**src/rtl/enc_fifo_sequencer_pkg.sv**
```systemverilog
// ============================================================================
// Module      : enc_pkg (package)
// Description : Shared encodings and sizing helpers for the encoder staging
//               FIFO burst sequencer.
// Revision    : 1.0 - initial release
// ============================================================================
`default_nettype none

package enc_pkg;

    // Default staging FIFO capacity in entries
    localparam int ENC_DEPTH_DEFAULT = 16;

    // Sequencer state encodings (2 bits, legacy-compatible constants)
    typedef logic [1:0] seq_state_t;
    localparam logic [1:0] SEQ_IDLE  = 2'd0;
    localparam logic [1:0] SEQ_FILL  = 2'd1;
    localparam logic [1:0] SEQ_DRAIN = 2'd2;
    localparam logic [1:0] SEQ_DONE  = 2'd3;

    // Counter width able to hold the value DEPTH itself
    function automatic int enc_cnt_width(input int depth);
        return $clog2(depth) + 1;
    endfunction

endpackage

`default_nettype wire

```
**src/rtl/enc_fifo_sequencer_burst_counter.sv**
```systemverilog
// ============================================================================
// Module      : enc_burst_counter
// Description : Burst beat counter with synchronous clear, increment and a
//               terminal-count flag raised on the last beat of the burst.
// Revision    : 1.0 - initial release
// ============================================================================
`default_nettype none

module enc_burst_counter #(
    parameter int CNT_W = 5
) (
    input  logic             clock,
    input  logic             reset,
    input  logic             clear,
    input  logic             inc,
    input  logic [CNT_W-1:0] term,
    output logic             at_last
);

    logic [CNT_W-1:0] r_count;

    // Count accepted beats; clear has priority over increment
    always_ff @(posedge clock or posedge reset) begin
        if (reset) begin
            r_count <= '0;
        end else if (clear) begin
            r_count <= '0;
        end else if (inc) begin
            r_count <= r_count + CNT_W'(1);
        end
    end

    // Last beat: the current beat index equals term-1
    assign at_last = (r_count == (term - CNT_W'(1)));

endmodule

`default_nettype wire

```
**src/rtl/enc_fifo_sequencer.sv**
```systemverilog
// ============================================================================
// Module      : enc_fifo_sequencer
// Description : Burst controller for the encoder staging FIFO. Latches a
//               burst length, fills the FIFO with that many writes, drains
//               the same number of reads, pulses done and re-arms.
//               Optional macro ENC_FIFO_SEQ_ABORT_EN adds abort/flush.
// Revision    : 1.0 - initial release
// ============================================================================
`default_nettype none

module enc_fifo_sequencer
    import enc_pkg::*;
#(
    parameter int DEPTH = ENC_DEPTH_DEFAULT,
    parameter int CNT_W = enc_cnt_width(DEPTH)
) (
    input  logic             clock,
    input  logic             reset,
    input  logic             start,
    input  logic [CNT_W-1:0] len,
    input  logic             src_valid,
    input  logic             dst_ready,
`ifdef ENC_FIFO_SEQ_ABORT_EN
    input  logic             abort,
    output logic             flush,
`endif
    output logic             we,
    output logic             re,
    output logic [CNT_W-1:0] level,
    output logic             busy,
    output logic             done,
    output logic             len_err
);

    localparam logic [CNT_W-1:0] c_depth = CNT_W'(DEPTH);

    seq_state_t       r_state;
    seq_state_t       w_next;
    logic [CNT_W-1:0] r_len_q;
    logic [CNT_W-1:0] r_level;
    logic             r_len_err;
    logic             r_done;
    logic             w_start_ok;
    logic             w_abort;
    logic             w_cnt_clear;
    logic             w_wr_last;
    logic             w_rd_last;

    assign w_start_ok = (r_state == SEQ_IDLE) && start;

`ifdef ENC_FIFO_SEQ_ABORT_EN
    logic r_flush;

    // abort only acts while a burst is in flight
    assign w_abort = abort && ((r_state == SEQ_FILL) || (r_state == SEQ_DRAIN));

    // One-cycle flush pulse following an accepted abort
    always_ff @(posedge clock or posedge reset) begin
        if (reset) begin
            r_flush <= 1'b0;
        end else begin
            r_flush <= w_abort;
        end
    end

    assign flush = r_flush;
`else
    assign w_abort = 1'b0;
`endif

    // FIFO enables decode from state, so they are mutually exclusive
    assign we   = (r_state == SEQ_FILL)  && src_valid;
    assign re   = (r_state == SEQ_DRAIN) && dst_ready;
    assign busy = (r_state == SEQ_FILL)  || (r_state == SEQ_DRAIN);

    assign w_cnt_clear = (r_state == SEQ_DONE) || w_abort;

    enc_burst_counter #(
        .CNT_W (CNT_W)
    ) u_wr_cnt (
        .clock   (clock),
        .reset   (reset),
        .clear   (w_cnt_clear),
        .inc     (we),
        .term    (r_len_q),
        .at_last (w_wr_last)
    );

    enc_burst_counter #(
        .CNT_W (CNT_W)
    ) u_rd_cnt (
        .clock   (clock),
        .reset   (reset),
        .clear   (w_cnt_clear),
        .inc     (re),
        .term    (r_len_q),
        .at_last (w_rd_last)
    );

    // Next-state decode; an abort overrides any completion this cycle
    always_comb begin
        w_next = r_state;
        case (r_state)
            SEQ_IDLE: begin
                if (start) begin
                    w_next = (len == '0) ? SEQ_DONE : SEQ_FILL;
                end
            end
            SEQ_FILL: begin
                if (we && w_wr_last) begin
                    w_next = SEQ_DRAIN;
                end
            end
            SEQ_DRAIN: begin
                if (re && w_rd_last) begin
                    w_next = SEQ_DONE;
                end
            end
            SEQ_DONE: begin
                w_next = SEQ_IDLE;
            end
            default: begin
                w_next = SEQ_IDLE;
            end
        endcase
        if (w_abort) begin
            w_next = SEQ_IDLE;
        end
    end

    // State register; done is registered so it is high exactly while in DONE
    always_ff @(posedge clock or posedge reset) begin
        if (reset) begin
            r_state <= SEQ_IDLE;
            r_done  <= 1'b0;
        end else begin
            r_state <= w_next;
            r_done  <= (w_next == SEQ_DONE);
        end
    end

    // Latch the clamped burst length and the over-length flag on accepted start
    always_ff @(posedge clock or posedge reset) begin
        if (reset) begin
            r_len_q   <= '0;
            r_len_err <= 1'b0;
        end else if (w_start_ok) begin
            r_len_q   <= (len > c_depth) ? c_depth : len;
            r_len_err <= (len > c_depth);
        end
    end

    // FIFO occupancy: +1 per write, -1 per read, zeroed by abort
    always_ff @(posedge clock or posedge reset) begin
        if (reset) begin
            r_level <= '0;
        end else if (w_abort) begin
            r_level <= '0;
        end else if (we) begin
            r_level <= r_level + CNT_W'(1);
        end else if (re) begin
            r_level <= r_level - CNT_W'(1);
        end
    end

    assign level   = r_level;
    assign done    = r_done;
    assign len_err = r_len_err;

endmodule

`default_nettype wire

```
**config.mk**
```make
export PLATFORM = sky130hd
export DESIGN_NAME = enc_fifo_sequencer
export DESIGN_NICKNAME = d
export VERILOG_FILES = /design/src/rtl/enc_fifo_sequencer_pkg.sv /design/src/rtl/enc_fifo_sequencer_burst_counter.sv /design/src/rtl/enc_fifo_sequencer.sv
export SDC_FILE = /design/constraint.sdc
export NUM_CORES = 1
export LEC_CHECK = 0
export BUFFER_PORTS_ARGS = -buffer_cell sky130_fd_sc_hd__buf_2
export CORE_MARGIN = 2
export CORE_UTILIZATION = 50
export DETAILED_ROUTE_END_ITERATION = 10
export GPL_TIMING_DRIVEN = 0
export PLACE_DENSITY_LB_ADDON = 0.08
export SLEW_MARGIN = 30
export SYNTH_ARGS = -nofsm -noshare
export SYNTH_HDL_FRONTEND = slang
export SYNTH_HIERARCHICAL = 1
export SYNTH_SLANG_ARGS = --single-unit
```
**constraint.sdc**
```tcl
create_clock -name clock -period 2.55 [get_ports clock]
set_input_delay 0.255 -clock clock [delete_from_list [all_inputs] [get_ports clock]]
set_output_delay 0.255 -clock clock [all_outputs]
set_load 0.1 [all_outputs]
```
==> results of run 1 <==
## layout make-up
class / instances / area, um^2 / share of cell area
multi-input cells: 120 / 893 / 0.521
flip-flops and latches: 24 / 601 / 0.350
repair buffers: 20 / 105 / 0.0613
inverters: 10 / 41.3 / 0.0241
well taps: 31 / 38.8 / 0.0226
clock buffers: 4 / 36.3 / 0.0212
## Yosys cell counts, types with 2 or more instances
| cell | n | area [um^2] |
|---|---|---|
| dfrtp_1 | 24 | 601 |
| nand2_1 | 16 | 60.1 |
| nor2_1 | 13 | 48.8 |
| ha_1 | 12 | 150 |
| xor2_1 | 12 | 105 |
| inv_1 | 10 | 37.5 |
| xnor2_1 | 10 | 87.6 |
| o21ai_0 | 9 | 45.0 |
| nand2b_1 | 4 | 25.0 |
| nand4_1 | 4 | 25.0 |
| nor2b_1 | 4 | 25.0 |
| and3b_1 | 3 | 26.3 |
| and4bb_1 | 3 | 37.5 |
| mux2i_1 | 3 | 30.0 |
| nor3_1 | 3 | 15.0 |
| a21oi_1 | 2 | 10.0 |
| a311oi_1 | 2 | 17.5 |
| and2_1 | 2 | 12.5 |
| o211ai_1 | 2 | 15.0 |
| o21ai_1 | 2 | 10.0 |
| or3_1 | 2 | 12.5 |
## cell families (layout without fill, tap and decap cells)
kind of cell    count (synthesis)  count (layout)
mux                             4               4
xor+xnor                       22              22
fa+ha+maj                      12              12
compound gates                 24              24
simple gates                   58              58
buf+inv                        10              34
flops                          24              24
## sequential cells by signal (all words and copies together), names as in the netlist
name,flops
done,1
level,5
u_rd_cnt/r_count,5
u_wr_cnt/r_count,5
r_state,2
r_len_q,5
len_err,1
## timing repair
| action | in CTS | in global routing |
|---|---|---|
| endpoints found under the hold margin | 24 | 0 |
| gates resized for setup | 0 | 1 |
| endpoints found under the setup margin | 0 | 1 |
| hold buffers | 1 | 0 |
## layer usage
| metal | track usage | wire, um | vias to the layer above | part of all wire |
|---|---|---|---|---|
| met3 | 0.0198 | 58 | 5 | 0.020 |
| met2 | 0.316 | 1360 | 14 | 0.47 |
| met5 | 0 | 0 | - | 0 |
| met4 | 0.0779 | 53 | 0 | 0.018 |
| li1 | - | - | 583 | - |
| met1 | 0.241 | 1400 | 535 | 0.49 |
## worst min-delay path by stage
stage | endpoint | cells after the start | slack [ns]
floorplan | u_rd_cnt/r_count[0] | 1 | 0.03
global placement | u_rd_cnt/r_count[4] | 2 | 0.19
detailed placement | u_rd_cnt/r_count[4] | 2 | 0.18
CTS | r_len_q[2] | 3 | 0.18
global route | r_len_q[2] | 3 | 0.18
finish | r_len_q[3] | 3 | 0.19
## metrics by stage
step | setup TNS [ns] | hold WS (ns) | std cells
6_report | 0 | 0.194 | 209
5_1_grt | 0 | 0.179 | 209
3_3_place_gp | 0 | 0.186 | 204
4_1_cts | 0 | 0.182 | 209
2_1_floorplan | -0.0284 | 0.0335 | 154
3_5_place_dp | 0 | 0.183 | 204
## worst max-delay path: cells and delay by family, from the launching register on
| family | cells | cell delay (ns) |
|---|---|---|
| flip-flops | 1 | 0.51 |
| AND/OR/NAND/NOR | 4 | 0.78 |
| adder cells (fa/ha/maj) | 1 | 0.23 |
| buffers and inverters | 1 | 0.08 |
| AO/OA/AOI/OAI | 3 | 0.67 |
==> flow_metrics.tcl, run 1 <==
set metrics [dict create \
    clk_pin_slew_ns 0.13 \
    final_common_cell "dfrtp_1" \
    tightest_slew_ns 0.534 \
    synth_compound_area_frac 0.109 \
    critPathLaunch "r_len_q[0]" \
    final_nets 201 \
    fin_crit_ns 2.36 \
    synth_edf_count 0 \
    nFillCells 247 \
    syn2layout_area_growth_pct 14.2 \
    die_area_um2 3460 \
    track_usage 0.186 \
    port_buffers 19 \
    placed_area_um2 1660 \
    syn_inst 154 \
    synth.ff_latch_count 24 \
    drc 0 \
    wirelength_mm 2.87 \
    arrival_ns 2.59 \
    synthXorXnorAreaFrac 0.128 \
    synth-seq-area-share 0.400 \
    viasPerCell 5.44 \
    numCtsBuffers 3 \
    crit_path_max_incr_delay_ns 0.51 \
    ys_types 33 \
    worstSetupPathType "flop to flop" \
    antenna_found_initial 0 \
    place_congestion 0.800 \
    design_area_um2 1720 \
    status "completed" \
    path_max_fanout 7 \
    synth_top_family_by_area "simple AND/OR/NAND/NOR gates" \
    synth_fa_ha_area_frac 0.0999 \
    overflow 0 \
    dp_hpwl_mm 2.25 \
    startpoint_type "flop" \
    hp-start "len[3]" \
    synth_simple_gate_area_frac 0.211 \
    synth_ff_type "dfrtp_1" \
    fmaxAchievable_mhz 423 \
    synth_area_per_cell_um2 9.76 \
    vias 1137 \
    cts_setup_buffers 0 \
    critPathCapture "done" \
    reg2reg_from "r_len_q[0]" \
    slew-limit-headroom 0.644 \
    grt_max_degree 15 \
    synth-async-reset-ratio 1.00 \
    grt_pass1_vias 1132 \
    setup_viol 0 \
    drive_gt1_frac 0.185 \
    r2r_slack_ns 0.19 \
    finalClockSkew_ns 0.00192 \
    clkLatencyLatePin_ns 0.31 \
    min-delay-path-class "primary input to flop" \
    antenna_cells 0 \
    drt_iter0_markers 58 \
    syn_nets 176 \
    cts_tree "yes" \
    r2r-end "done" \
    required_ns 2.77 \
    post_drt_wl_per_cell_um 13.7 \
    root_buffer "clkbuf_4" \
    synth_area_um2 1500 \
    drv_slew 0 \
    cts_buffer_depth 2 \
    hold_viol_final 0 \
    end_kind "flop" \
    most-common-layout-cells "dfrtp_1 (24), buf_2 (19), nand2_1 (15)" \
    max_cap_violations 0 \
    die_h_um 58.8 \
    clkSinkCount 24 \
    die_w_um 58.8 \
    rsz0062_at_grt "no" \
    ys_warn_count 6 \
    finalWorstSetupSlack_ns 0.186 \
    grt_pass1_wl_mm 4.89 \
    post-route-period-util 0.927 \
    post-route-util 0.612 \
    ctsHtreeMaxLevel 1 \
    post-place-ws_ns 0.176 \
    start_util 0.536 \
    final_antenna_net_count 0 \
    muxShareOfSynthArea 0.0275 \
    crit_chain "inv_1 > ha_1 > nor2b_1 > or3_1 > a311oi_2 > nand2_1 > a21oi_1 > o221ai_1 > and2_1" \
    crit_slowest_cell "dfrtp_1" \
    rows 19 \
    ff2ff_path_depth 9 \
    core_um2 2810 \
    io-pin-count 20 \
    drt-pass1-iter-count 4 \
]
Power of run 1 is left out: the tool's default activity adds up to more than one toggle a clock period on the data nets, which glitch-free logic cannot reach.
==> run 2: changes to the inputs <==
--- a/config.mk
+++ b/config.mk
@@ -5,10 +5,10 @@
 export SDC_FILE = /design/constraint.sdc
 export NUM_CORES = 1
 export LEC_CHECK = 0
-export BUFFER_PORTS_ARGS = -buffer_cell sky130_fd_sc_hd__buf_2
 export CORE_MARGIN = 2
 export CORE_UTILIZATION = 50
 export DETAILED_ROUTE_END_ITERATION = 10
+export DONT_BUFFER_PORTS = 1
 export GPL_TIMING_DRIVEN = 0
 export PLACE_DENSITY_LB_ADDON = 0.08
 export SLEW_MARGIN = 30
==> flow_metrics.tcl, run 2 (synthesis results as in run 1) <==
set metrics [dict create \
    dp_hpwl_mm 2.22 \
    wirelength_mm 2.94 \
    final_common_cell "dfrtp_1" \
    vias 1113 \
    whs_ns 0.0798 \
    ff2ff_path_depth 9 \
    final_nets 187 \
    overflow 0 \
    antenna_cells 0 \
    startpoint_type "flop" \
    crit_cells 9 \
    cpLargestDelayFamily "buffers and inverters" \
    post_drt_wl_per_cell_um 15.1 \
    end_kind "flop" \
    grt_pass1_vias 1152 \
    grt_max_degree 15 \
    finalWorstSetupSlack_ns -0.0599 \
    place_congestion 0.721 \
    crit_chain "ha_4 > nand2_4 > clkinvlp_4 > xnor2_2 > ha_2 > and4bb_1 > a211oi_2 > mux2i_1 > xor2_1" \
    root_buffer "clkbuf_4" \
    arrival_ns 2.84 \
    crit_slowest_cell "clkinvlp_4" \
    most-common-layout-cells "dfrtp_1 (20), nand2_1 (15), nor2_1 (13)" \
    grt_pass1_wl_mm 5.18 \
    syn2layout_area_growth_pct 9.82 \
    design_area_um2 1650 \
    drive_gt1_frac 0.135 \
    tightest_slew_ns 0.977 \
    required_ns 2.78 \
    cts_tree "yes" \
    crit_buf_inv 1 \
    core_um2 2810 \
    post-place-ws_ns -0.234 \
    die_h_um 58.8 \
    min-delay-path-class "primary input to flop" \
    finalSetupTns_ns -0.0599 \
    viasPerCell 5.74 \
    io-pin-count 20 \
    hold_viol_final 0 \
    die_w_um 58.8 \
    clkSinkCount 24 \
    drc 0 \
    fin_crit_ns 2.61 \
    worstSetupPathType "flop to flop" \
    drt_iter0_markers 62 \
    start_util 0.536 \
    placed_area_um2 1570 \
    failed_checks "negative setup slack" \
    min_path_cells 2 \
    clkLatencyLatePin_ns 0.31 \
    rows 19 \
    rsz0062_at_grt "yes" \
    slew-limit-headroom 0.348 \
    setup_viol 1 \
    final_antenna_net_count 0 \
    drt-pass1-iter-count 4 \
    status "complete, but fails checks" \
    track_usage 0.196 \
    antenna_found_initial 0 \
    fmaxAchievable_mhz 383 \
    port_buffers 0 \
    post-route-period-util 1.02 \
    crit_path_max_incr_delay_ns 0.51 \
    die_area_um2 3460 \
    finalClockSkew_ns 0.00378 \
    ctsHtreeMaxLevel 1 \
    numCtsBuffers 3 \
    max_cap_violations 0 \
    drv_slew 0 \
    cts_buffer_depth 2 \
    clk_pin_slew_ns 0.12 \
    path_max_fanout 8 \
]
==> run 2: cell count changes in the layout (fill, tap and decap cells not counted), sizes merged <==
cell,before,now
buf,19,5
clkbuf,4,3
==> run 2: path summary, 6_finish.rpt <==
path | slack, ns | from | end
setup / recovery | -0.06 | r_state[0] | level[4]
hold / removal | 0.08 | len[3] | r_len_q[3]
setup reg to reg | -0.06 | r_state[0] | level[4]
hold reg to reg | 0.57 | r_len_q[4] | r_len_q[4]
max in group asynchronous | 1.67 | reset | level[1]
min in group asynchronous | 0.33 | reset | u_rd_cnt/r_count[1]
==> run 2: routing by layer <==
layer / GRT usage / vias up / wire [um]
li1: - / 555 / -
met1: 0.269 / 539 / 1420
met2: 0.327 / 15 / 1410
met3: 0.0264 / 4 / 79
met4: 0.0487 / 0 / 27
met5: 0 / - / 0
==> run 2: metrics by stage <==
| step | util | cells |
|---|---|---|
| floorplan | - | 154 |
| global placement | 0.559 | 185 |
| detailed placement | 0.559 | 185 |
| CTS | 0.587 | 194 |
| global route | 0.588 | 194 |
| finish | 0.588 | 194 |
==> run 2: area by class of cell <==
type,count,area (um^2)
tap,31,38.8
sequential,24,606
clock buffer,3,22.5
timing repair buffer,6,47.5
inverter,10,41.3
fill,254,1150
multi-input combinational,120,895
==> run 2: timing repair <==
action                     CTS  global route
setup buffers                5             0
hold endpoints to repair    24             0
hold buffers                 1             0
resized for setup            2             1
setup endpoints to repair    1             2
pin swaps                    4             1
cloned                       0             0
Power of run 2 is left out for the same reason.
==> run 3: changes to the inputs <==
--- a/config.mk
+++ b/config.mk
@@ -10,7 +10,7 @@
 export DETAILED_ROUTE_END_ITERATION = 10
 export DONT_BUFFER_PORTS = 1
 export GPL_TIMING_DRIVEN = 0
-export PLACE_DENSITY_LB_ADDON = 0.08
+export PLACE_DENSITY = 0.69
 export SLEW_MARGIN = 30
 export SYNTH_ARGS = -nofsm -noshare
 export SYNTH_HDL_FRONTEND = slang
==> constraint.sdc (replaced) <==
create_clock -name clock -period 3.05 [get_ports clock]
set_input_delay 0.305 -clock clock [delete_from_list [all_inputs] [get_ports clock]]
set_output_delay 0.305 -clock clock [all_outputs]
set_load 0.1 [all_outputs]
==> flow_metrics.tcl, run 3 (synthesis results as in run 1) <==
set metrics [dict create \
    status "completed" \
    reg2reg_from "r_state[1]" \
    numCtsBuffers 3 \
    place_congestion 0.752 \
    final_common_cell "dfrtp_1" \
    dp_hpwl_mm 2.17 \
    slew-limit-headroom 0.319 \
    dpl.cell_count 185 \
    end_kind "flop" \
    min-delay-path-class "primary input to flop" \
    design_area_um2 1590 \
    startpoint_type "flop" \
    clk_pin_slew_ns 0.13 \
    cts_buffer_depth 2 \
    tightest_slew_ns 1.02 \
    die_area_um2 3460 \
    wirelength_mm 2.85 \
    grt_max_degree 15 \
    hold_end "r_len_q[2]" \
    instances_no_fill 190 \
    nFillCells 260 \
    rsz0062_at_grt "no" \
    r2r_slack_ns 0.27 \
    track_usage 0.188 \
    port_buffers 0 \
    required_ns 3.29 \
    root_buffer "clkbuf_4" \
    ff2ff_path_depth 10 \
    grt_pass1_vias 1067 \
    drt_iter0_markers 55 \
    worstSetupPathType "flop to flop" \
    final_nets 182 \
    viasPerCell 5.67 \
    min_path_cells 2 \
    cts_setup_buffers 0 \
    rows 19 \
    placed_area_um2 1540 \
    whs_ns 0.120 \
    hp-start "len[2]" \
    grt_pass1_wl_mm 4.85 \
    antenna_found_initial 0 \
    drive_gt1_frac 0.0629 \
    start_util 0.536 \
    post-route-period-util 0.912 \
    clkSinkCount 24 \
    drt-pass1-iter-count 4 \
    drc 0 \
    r2r-end "level[4]" \
    die_h_um 58.8 \
    path_max_fanout 8 \
    drv_slew 0 \
    max_cap_violations 0 \
    overflow 0 \
    fmaxAchievable_mhz 360 \
    hold_viol_final 0 \
    ctsHtreeMaxLevel 1 \
    vias 1078 \
    seqCellArea_um2 602 \
    die_w_um 58.8 \
    finalClockSkew_ns 0.00121 \
    clkLatencyLatePin_ns 0.31 \
    cts_tree "yes" \
    arrival_ns 3.02 \
    antenna_cells 0 \
    fin_crit_ns 2.78 \
    post_drt_wl_per_cell_um 15.0 \
    final_antenna_net_count 0 \
    multi_input_area_um2 865 \
    core_um2 2810 \
    io-pin-count 20 \
    setup_viol 0 \
    finalSetupTns_ns 0 \
    most-common-layout-cells "dfrtp_1 (23), nand2_1 (16), nor2_1 (13)" \
    syn2layout_area_growth_pct 5.91 \
]
## run 3: cell types whose count changed in the layout (fill, tap and decap cells not counted), moves of 2 or more
cell | before | now
buf_4 | 5 | 0
ha_1 | 10 | 12
dfrtp_1 | 20 | 23
dfrtp_2 | 4 | 1
## run 3: how the worst max path moves through the flow
stage,start,end,slack (ns),cells past startpoint
3_3_place_gp,r_state[1],level[4],-0.09,10
2_1_floorplan,r_state[1],level[4],0.16,10
5_1_grt,r_state[1],level[4],0.04,10
6_report,r_state[1],level[4],0.27,10
3_5_place_dp,r_state[1],level[4],0.17,10
4_1_cts,r_state[1],level[4],0.13,10
## run 3: worst max-delay path: stages (launching register included)
cell and delay (ns):
dfrtp_1 0.45, inv_1 0.16, ha_1 0.27, nand2_1 0.21
inv_4 0.34, xnor2_1 0.17, ha_1 0.25, and4bb_1 0.21
a211oi_2 0.23, mux2i_1 0.25, xor2_1 0.17
## run 3: cell type report
cell class	instances	area share
multi-input cells	120	0.543
flip-flops and latches	24	0.378
inverters	10	0.0252
well taps	31	0.0244
clock buffers	4	0.0228
repair buffers	1	0.00629
## run 3: through the flow
stage	util	worst slack (ns)
after global placement	0.550	-0.0897
after CTS	0.566	0.131
final	0.567	0.269
after global routing	0.567	0.0383
after floorplan	-	0.163
after detailed placement	0.550	0.171
## run 3: what timing repair did
| item | 4_1_cts | 5_1_grt |
|---|---|---|
| endpoints found under the hold margin | 24 | 0 |
| hold buffers | 1 | 0 |
| setup endpoints to repair | 0 | 1 |
| gates resized for setup | 0 | 2 |
## run 3: layer usage
metal | up-vias | wire, um | global-route usage | part of all wire
met1 | 509 | 1370 | 0.252 | 0.48
li1 | 544 | - | - | -
met2 | 21 | 1350 | 0.298 | 0.47
met3 | 4 | 103 | 0.0330 | 0.036
met5 | - | 0 | 0 | 0
met4 | 0 | 32 | 0.0779 | 0.011
Power of run 3 is left out for the same reason.
